`src/rtl/mod_calc_pkg.sv`:
```
// mod_calc_pkg: shared definitions for the sequential modular reducer.
//   state_e   : controller states (IDLE / RUN / DONE)
//   top_chunk : extracts the most significant chunk_w bits of an 8-bit window
package mod_calc_pkg;

  typedef enum logic [1:0] {
    ST_IDLE = 2'd0,
    ST_RUN  = 2'd1,
    ST_DONE = 2'd2
  } state_e;

  // The caller supplies the top 8 bits of the operand register; the chunk
  // to process next is the leading chunk_w (1..8) bits of that window.
  function automatic logic [7:0] top_chunk(input logic [7:0]  top_bits,
                                           input int unsigned chunk_w);
    return top_bits >> (8 - chunk_w);
  endfunction

endpackage

```
`src/rtl/mod_step.sv`:
```
// mod_step: one Horner step of the reduction, purely combinational.
//   acc_i   [RES_W]  current residue, must be < MOD
//   chunk_i [CHUNK]  next operand chunk
//   res_o   [RES_W]  (acc_i * 2^CHUNK + chunk_i) mod MOD
// Implemented as a restoring-division chain of CHUNK+1 conditional
// subtractions of MOD << k, so no multiplier or divider is inferred.
module mod_step #(
  parameter int MOD   = 113,
  parameter int CHUNK = 6,
  parameter int RES_W = $clog2(MOD)
) (
  input  logic [RES_W-1:0] acc_i,
  input  logic [CHUNK-1:0] chunk_i,
  output logic [RES_W-1:0] res_o
);

  // One spare bit so MOD itself (which may equal 2^RES_W) and MOD << CHUNK
  // are representable.
  localparam int WW = RES_W + CHUNK + 1;
  localparam logic [WW-1:0] MOD_W = WW'(MOD);

  logic [WW-1:0] v;

  always_comb begin
    v = {1'b0, acc_i, chunk_i};
    // acc_i < MOD bounds v below MOD << CHUNK, so after stage k the value
    // is below MOD << k; after stage 0 it is the residue.
    for (int k = CHUNK; k >= 0; k--) begin
      if (v >= (MOD_W << k)) begin
        v = v - (MOD_W << k);
      end
    end
    res_o = v[RES_W-1:0];
  end

endmodule

```
`src/rtl/mod_reduce_seq.sv`:
```
// mod_reduce_seq: computes in_data mod MOD, CHUNK bits per cycle, MSB first.
//   clk, rst_n            clock (rising) / async active-low reset
//   in_valid, in_ready    operand handshake, in_data [IN_W] unsigned operand
//   abort                 synchronous cancel while RUN or DONE
//   out_valid, out_ready  result handshake, out_res [RES_W]
//   busy                  high while RUN
//   dbg_state             current controller state (state_e encoding)
//
// Handshakes: a transfer happens on a rising edge where valid and ready are
// both high. in_ready is high only in IDLE (and never before the first edge
// after reset release); out_valid is high only in DONE and out_res is stable
// until the result is taken or aborted. Abort wins over out_ready.
module mod_reduce_seq
  import mod_calc_pkg::*;
#(
  parameter int MOD   = 113,
  parameter int IN_W  = 400,
  parameter int CHUNK = 6
) (
  input  logic                     clk,
  input  logic                     rst_n,
  input  logic                     in_valid,
  output logic                     in_ready,
  input  logic [IN_W-1:0]          in_data,
  input  logic                     abort,
  output logic                     out_valid,
  input  logic                     out_ready,
  output logic [$clog2(MOD)-1:0]   out_res,
  output logic                     busy,
  output logic [1:0]               dbg_state
);

  localparam int RES_W = $clog2(MOD);
  localparam int NCH   = (IN_W + CHUNK - 1) / CHUNK;
  localparam int CNT_W = $clog2(NCH + 1);
  localparam int PW    = NCH * CHUNK;

  state_e           state_q, state_d;
  logic [RES_W-1:0] acc_q, acc_d;
  logic [CNT_W-1:0] cnt_q, cnt_d;
  logic [PW-1:0]    op_q, op_d;
  logic             rdy_q;

  logic [7:0]       top8;
  logic [CHUNK-1:0] cur_chunk;
  logic [RES_W-1:0] step_res;

  // The operand register shifts left by CHUNK every RUN cycle, so the chunk
  // indexed by cnt_q is always sitting in its top bits.
  assign top8      = 8'({op_q, 8'd0} >> PW);
  assign cur_chunk = CHUNK'(top_chunk(top8, CHUNK));

  mod_step #(
    .MOD   (MOD),
    .CHUNK (CHUNK),
    .RES_W (RES_W)
  ) u_step (
    .acc_i   (acc_q),
    .chunk_i (cur_chunk),
    .res_o   (step_res)
  );

  always_comb begin
    state_d = state_q;
    acc_d   = acc_q;
    cnt_d   = cnt_q;
    op_d    = op_q;
    unique case (state_q)
      ST_IDLE: begin
        if (in_valid && in_ready) begin
          op_d    = PW'(in_data);
          acc_d   = '0;
          cnt_d   = CNT_W'(NCH - 1);
          state_d = ST_RUN;
        end
      end
      ST_RUN: begin
        if (abort) begin
          state_d = ST_IDLE;
        end else begin
          acc_d = step_res;
          op_d  = op_q << CHUNK;
          if (cnt_q == '0) begin
            state_d = ST_DONE;
          end else begin
            cnt_d = cnt_q - CNT_W'(1);
          end
        end
      end
      ST_DONE: begin
        if (abort || out_ready) begin
          state_d = ST_IDLE;
        end
      end
      default: state_d = ST_IDLE;
    endcase
  end

  always_ff @(posedge clk or negedge rst_n) begin
    if (!rst_n) begin
      state_q <= ST_IDLE;
      acc_q   <= '0;
      cnt_q   <= '0;
      op_q    <= '0;
      rdy_q   <= 1'b0;
    end else begin
      state_q <= state_d;
      acc_q   <= acc_d;
      cnt_q   <= cnt_d;
      op_q    <= op_d;
      rdy_q   <= 1'b1;
    end
  end

  // rdy_q keeps in_ready low while reset is held and until the first edge.
  assign in_ready  = rdy_q && (state_q == ST_IDLE);
  assign out_valid = (state_q == ST_DONE);
  assign busy      = (state_q == ST_RUN);
  assign out_res   = acc_q;
  assign dbg_state = state_q;

endmodule

```
`config.mk`:
```
export PLATFORM = sky130hd
export DESIGN_NAME = mod_reduce_seq
export DESIGN_NICKNAME = d
export VERILOG_FILES = /design/src/rtl/mod_calc_pkg.sv /design/src/rtl/mod_step.sv /design/src/rtl/mod_reduce_seq.sv
export SDC_FILE = /design/constraint.sdc
export NUM_CORES = 1
export LEC_CHECK = 0
export BUFFER_PORTS_ARGS = -buffer_cell sky130_fd_sc_hd__buf_2
export CORE_MARGIN = 5
export CORE_UTILIZATION = 28
export DETAILED_ROUTE_END_ITERATION = 6
export GPL_TIMING_DRIVEN = 0
export PLACE_DENSITY = 0.46
export SLEW_MARGIN = 20
export SYNTH_ARGS = -nofsm -noshare
export SYNTH_HDL_FRONTEND = slang
export SYNTH_SLANG_ARGS = --single-unit
```
`constraint.sdc`:
```
create_clock -name clk -period 13.61 [get_ports clk]
set_clock_uncertainty 0.15 [all_clocks]
set_input_delay 2.722 -clock clk [delete_from_list [all_inputs] [get_ports clk]]
set_output_delay 2.722 -clock clk [all_outputs]
set_load 0.05 [all_outputs]
```
==> out/metrics.yaml, run 1 <==
floorplanning:
  start_util: 0.281
  coreArea_um2: 75700
  die_area_um2: 81700
  row_count: 101
  die_h_um: 286
  pin_count: 417
  fp.dieW_um: 286
place:
  globalplace.congestion: 0.877
  dp.final_hpwl_mm: 61.4
  numPortBuffers: 416
global_routing:
  grt_pass1_vias: 21457
  overflow: 0
  grt_first_pass_wirelength_mm: 121
  grt_usage: 0.185
  antenna_found_initial: 21
  grt_max_degree: 94
logic_synthesis:
  avgSynthCellArea_um2: 8.03
  ys_warn_count: 0
  synth_seq_area_share: 0.492
  synth_top_cell_by_area: "dfrtp_1"
  synth_cell_types: 95
  synth-seq-cells: 419
  yosys_most_used_dff: "dfrtp_1"
  yosysMostFrequentCell: "nand2_1"
  synthTopCellsByArea: "dfrtp_1, nand2_1, a31oi_1"
  syn_nets: 3067
  synth_common_cells: "nand2_1, nor2_1, dfrtp_1"
  netlist_instances: 2650
  synth_edf_count: 0
  synthArstFlopShare: 1.00
  syn-cell-area_um2: 21300
  synth_top_area_frac: 0.492
timing:
  finalCriticalPeriod_ns: 10.06
  setup_violations: 0
  tns_ns: 0
  max_slew_margin: 0.283
  hold_viol: 0
  fmax_mhz: 99.4
  drv_slew: 0
  layout_worst_path_cycle_share: 0.739
  whs_ns: 0.372
  worst_pin_slew_ns: 1.07
  rsz0062_at_grt: "no"
clocking:
  post_cts_buffers: 0
  htree_num_levels: 2
  cts_buffers: 50
  clock-root-buffer: "clkbuf_16"
  clkTransAtPathRegs_ns: 0.06
  cts_buffer_depth: 3
  cts_hold_buffers: 0
  insertion_delay_ns: 0.59
  cts.sinks: 419
  cts_tree: "built"
  cts_resized: 0
setup_path:
  cpMaxStageDelayCell: "o21ai_0"
  cp.arrival_ns: 10.36
  cp_max_fo: 10
  worst_path_dominant_cell_family: "compound AO/OA/AOI/OAI gates"
  start_kind: "register"
  crit_top_cell: "ha_1"
  cp.required_ns: 13.92
  path_class: "reg -> reg"
  cpPeakStageDelay_ns: 0.61
  endpoint_kind: "register"
  crit_buf_inv: 6
status:
  status: "complete, no violations"
power_and_ir_drop:
  power_mw: 6.06
  powerDensity_nw_per_um2: 229
  leakagePower_nw: 11.6
  ir_worst_vdd_mv: 0.127
job:
  max_cap_violations: 0
route:
  post-route-drc-count: 0
  num_vias: 20865
  wirelength_mm: 78.8
  wl_per_cell_um: 19.0
  drt_iter0_drc: 1285
  firstDrtPassIters: 5
  vias_per_cell: 5.03
  ant_nets: 0
finish:
  nets: 3539
  area_growth_pct: 24.2
  drive_gt1_frac: 0.174
worst_hold_path:
  holdCritPathClass: "reg -> reg"
[registers in the layout (all words and copies together) (netlist names)]
register / flops
op_q: 402
out_res: 7
rdy_q: 1
dbg_state: 2
cnt_q: 7
[per-layer routing]
| metal | GRT usage | up-vias | wire length (um) |
|---|---|---|---|
| li1 | - | 10058 | - |
| met1 | 0.240 | 10142 | 33900 |
| met2 | 0.314 | 543 | 38700 |
| met3 | 0.0359 | 114 | 4090 |
| met4 | 0.0531 | 8 | 2020 |
| met5 | 0 | - | 57 |
[area by class of cell]
class / count / area, um^2
clock buffer: 74 / 1470
inverter: 19 / 71.3
clock inverter: 14 / 219
multi-input combinational: 2016 / 9970
timing repair buffer: 420 / 2200
fill: 8079 / 49300
sequential: 419 / 10500
tap: 978 / 1220
buffer: 196 / 766
antenna: 11 / 27.5
[through the flow]
step                      setup slack (ns)  utilization  area, um^2  cells
after floorplan                       4.94            -       21300   2650
after global placement               0.885        0.325       24600   4044
after detailed placement              3.62        0.327       24700   4048
after CTS                             3.57        0.349       26400   4136
after global routing                  2.88        0.349       26400   4140
final                                 3.55        0.349       26400   4147
[path summary, 6_finish.rpt]
kind                                        startpoint                endpoint  slack, ns  cells after the start
max in group asynchronous                        rst_n   op_q[370]$_DFFE_PN0P_      10.05                      3
worst min-delay path              cnt_q[0]$_DFFE_PN0P_    cnt_q[0]$_DFFE_PN0P_       0.37                      1
worst max-delay path            out_res[0]$_DFFE_PN0P_  out_res[1]$_DFFE_PN0P_       3.55                     39
worst max register to register  out_res[0]$_DFFE_PN0P_  out_res[1]$_DFFE_PN0P_       3.55                     39
min in group asynchronous                        rst_n   op_q[115]$_DFFE_PN0P_       1.91                      1
worst min register to register    cnt_q[0]$_DFFE_PN0P_    cnt_q[0]$_DFFE_PN0P_       0.37                      1
[placed cells by master (no fill, tap or decap), drive strengths merged, types with 6 or more instances in the layout]
master / count
a21o: 10
nor4: 8
mux2i: 7
xnor2: 15
or3: 6
a21oi: 23
clkinv: 6
dfrtp: 419
diode: 11
o22ai: 6
nand2b: 7
o21a: 9
a211oi: 8
ha: 12
nor2: 432
inv: 21
and3: 9
buf: 431
nand2: 841
xor2: 7
nand3: 37
o211ai: 14
nand4: 7
a31oi: 404
nor3: 17
nor3b: 6
and2: 12
clkbuf: 259
o21ai: 29
[power breakdown]
group          switching, mW  leakage (nW)  internal (mW)
registers              0.322          4.66           1.78
clock network          0.553         0.825          0.825
logic                   1.61          6.13          0.967
total                   2.49          11.6           3.57
[cells by family after synthesis]
logic type,synth area share
AO/OA/AOI/OAI,0.180
XOR/XNOR,0.00905
adder cells (fa/ha/maj),0.00705
buffers and inverters,0.0393
flip-flops,0.492
multiplexers,0.00558
other,0.000176
AND/OR/NAND/NOR,0.266
Note: power is estimated with default switching activity, not from simulation.
==> run 2, diff against run 1 <==
Clock period 13.61 ns to 10.4 ns, I/O delays scaled along.
==> run 2 against run 1 <==
Effect of this change: global-route usage did not move; worst setup slack got worse by 2.9 ns; highest routed layer unchanged; flip-flop and latch count did not move; final cell count did not move; maximum frequency rose by 2.7%; register-to-register slack got worse by 2.9 ns; clock-buffer cell count did not move; cell area rose by 0.16%; utilization rose by 0.055 points; largest cell class unchanged; non-clock buffer count did not move.
==> out/metrics.yaml, run 2 (synthesis results as in run 1) <==
status:
  status: "complete, no violations"
floorplanning:
  pin_count: 417  # unchanged
  die_area_um2: 81700  # unchanged
  die_h_um: 286  # unchanged
  start_util: 0.281  # unchanged
  fp.dieW_um: 286  # unchanged
  coreArea_um2: 75700  # unchanged
  row_count: 101  # unchanged
global_routing:
  grt_max_degree: 94  # unchanged
  grt_usage: 0.185  # unchanged
  antenna_found_initial: 21  # unchanged
  grt_pass1_vias: 21457  # unchanged
  grt_first_pass_wirelength_mm: 121  # unchanged
  overflow: 0  # unchanged
clocking:
  cts_resized: 0  # unchanged
  cts.sinks: 419  # unchanged
  htree_num_levels: 2  # unchanged
  cts_tree: "built"
  post_cts_buffers: 0  # unchanged
  cts_buffer_depth: 3  # unchanged
  insertion_delay_ns: 0.59  # about the same
  clkTransAtPathRegs_ns: 0.06  # about the same
  cts_hold_buffers: 0  # unchanged
  clock-root-buffer: "clkbuf_16"
  cts_buffers: 50  # unchanged
place:
  globalplace.congestion: 0.877  # unchanged
  dp.final_hpwl_mm: 61.4  # unchanged
  numPortBuffers: 416  # unchanged
  placed_cells: 4048  # unchanged
finish:
  largest_reg_flops: 402  # unchanged
  nets: 3539  # unchanged
  final_common_cell: "nand2_1"
  final_cell_mix: "nand2_1, nor2_1, dfrtp_1"
  area_growth_pct: 24.4
  post_layout_nonfiller_instances: 4147  # unchanged
  drive_gt1_frac: 0.176  # +0.00190
  regMostFlops: "op_q"
  post-route-util: 0.350  # +0.000545
setup_path:
  endpoint_kind: "register"
  r2r_end: "out_res[1]$_DFFE_PN0P_"
  reg2reg_depth: 38  # -2.6%
  cpPeakStageDelay_ns: 0.50  # -0.11 ns
  worst-r2r-setup-slack_ns: 0.61  # -2.95 ns
  cp.required_ns: 10.71  # -3.21 ns
  path_class: "reg -> reg"
  cp.arrival_ns: 10.10  # -0.26 ns
  cpMaxStageDelayCell: "or4_4"
  start_kind: "register"
  crit_buf_inv: 5  # -1
  cp_max_fo: 10  # unchanged
  crit_top_cell: "ha_1"
  worst_path_dominant_cell_family: "compound AO/OA/AOI/OAI gates"
  rr_startpoint: "out_res[1]$_DFFE_PN0P_"
power_and_ir_drop:
  ir_worst_vdd_mv: 0.165  # +30%
  power_mw: 7.94  # +31%
  powerDensity_nw_per_um2: 300  # +31%
  leakagePower_nw: 11.6  # +0.12%
timing:
  finalCriticalPeriod_ns: 9.79  # -0.264 ns
  max_slew_margin: 0.284  # about the same
  drv_slew: 0  # unchanged
  layout_worst_path_cycle_share: 0.942  # +0.203
  worst_pin_slew_ns: 1.07  # -0.000227 ns
  rsz0062_at_grt: "no"
  hold_viol: 0  # unchanged
  whs_ns: 0.371  # -0.000586 ns
  setup_violations: 0  # unchanged
  fmax_mhz: 102  # +2.7%
  tns_ns: 0  # unchanged
route:
  num_vias: 20757  # -0.52%
  drt_iter0_drc: 1236  # -3.8%
  wl_per_cell_um: 19.0  # about the same
  wirelength_mm: 78.8  # about the same
  post-route-drc-count: 0  # unchanged
  vias_per_cell: 5.01  # -0.52%
  firstDrtPassIters: 5  # unchanged
  ant_nets: 0  # unchanged
job:
  max_cap_violations: 0  # unchanged
worst_hold_path:
  holdCritPathClass: "reg -> reg"
  min-delay-start: "cnt_q[0]$_DFFE_PN0P_"
  whs_endpoint: "cnt_q[0]$_DFFE_PN0P_"
  whs_path_depth: 1  # unchanged
run 2: cell type report:
type                       instances  area, um^2
fill                            8079       49200
sequential                       419       10500
multi-input combinational       2016       10000
timing repair buffer             420        2200
clock buffer                      74        1470
tap                              978        1220
buffer                           196         766
clock inverter                    14         219
inverter                          19        71.3
antenna                           11        27.5
run 2: how the worst max path moves through the flow:
stage | start | end | slack (ns) | depth (start not counted)
4_1_cts | op_q[396]$_DFFE_PN0P_ | out_res[1]$_DFFE_PN0P_ | 0.36 | 37
5_1_grt | out_res[1]$_DFFE_PN0P_ | out_res[1]$_DFFE_PN0P_ | 0.04 | 38
6_report | out_res[1]$_DFFE_PN0P_ | out_res[1]$_DFFE_PN0P_ | 0.61 | 38
2_1_floorplan | out_res[1]$_DFFE_PN0P_ | out_res[0]$_DFFE_PN0P_ | 1.73 | 38
3_3_place_gp | rst_n | op_q[365]$_DFFE_PN0P_ | -1.68 | 1
3_5_place_dp | op_q[396]$_DFFE_PN0P_ | out_res[1]$_DFFE_PN0P_ | 0.41 | 37
run 2: power by group:
group | internal [mW] | switching, mW
Sequential | 2.32 | 0.423
Clock | 1.08 | 0.726
Combinational | 1.27 | 2.11
Total | 4.67 | 3.26
run 2: per-layer routing:
metal / vias to the layer above / routed length, um / share of wire / GRT usage
li1: 10059 / - / - / -
met1: 10101 / 33900 / 0.43 / 0.240
met2: 473 / 38800 / 0.49 / 0.314
met3: 116 / 4000 / 0.051 / 0.0359
met4: 8 / 2020 / 0.026 / 0.0531
met5: - / 57 / 0.00072 / 0
run 2: through the flow:
step	area, um^2	setup slack (ns)
2_1_floorplan	21300	1.73
3_3_place_gp	24600	-1.68
3_5_place_dp	24700	0.411
4_1_cts	26400	0.356
5_1_grt	26500	0.0397
6_report	26500	0.606
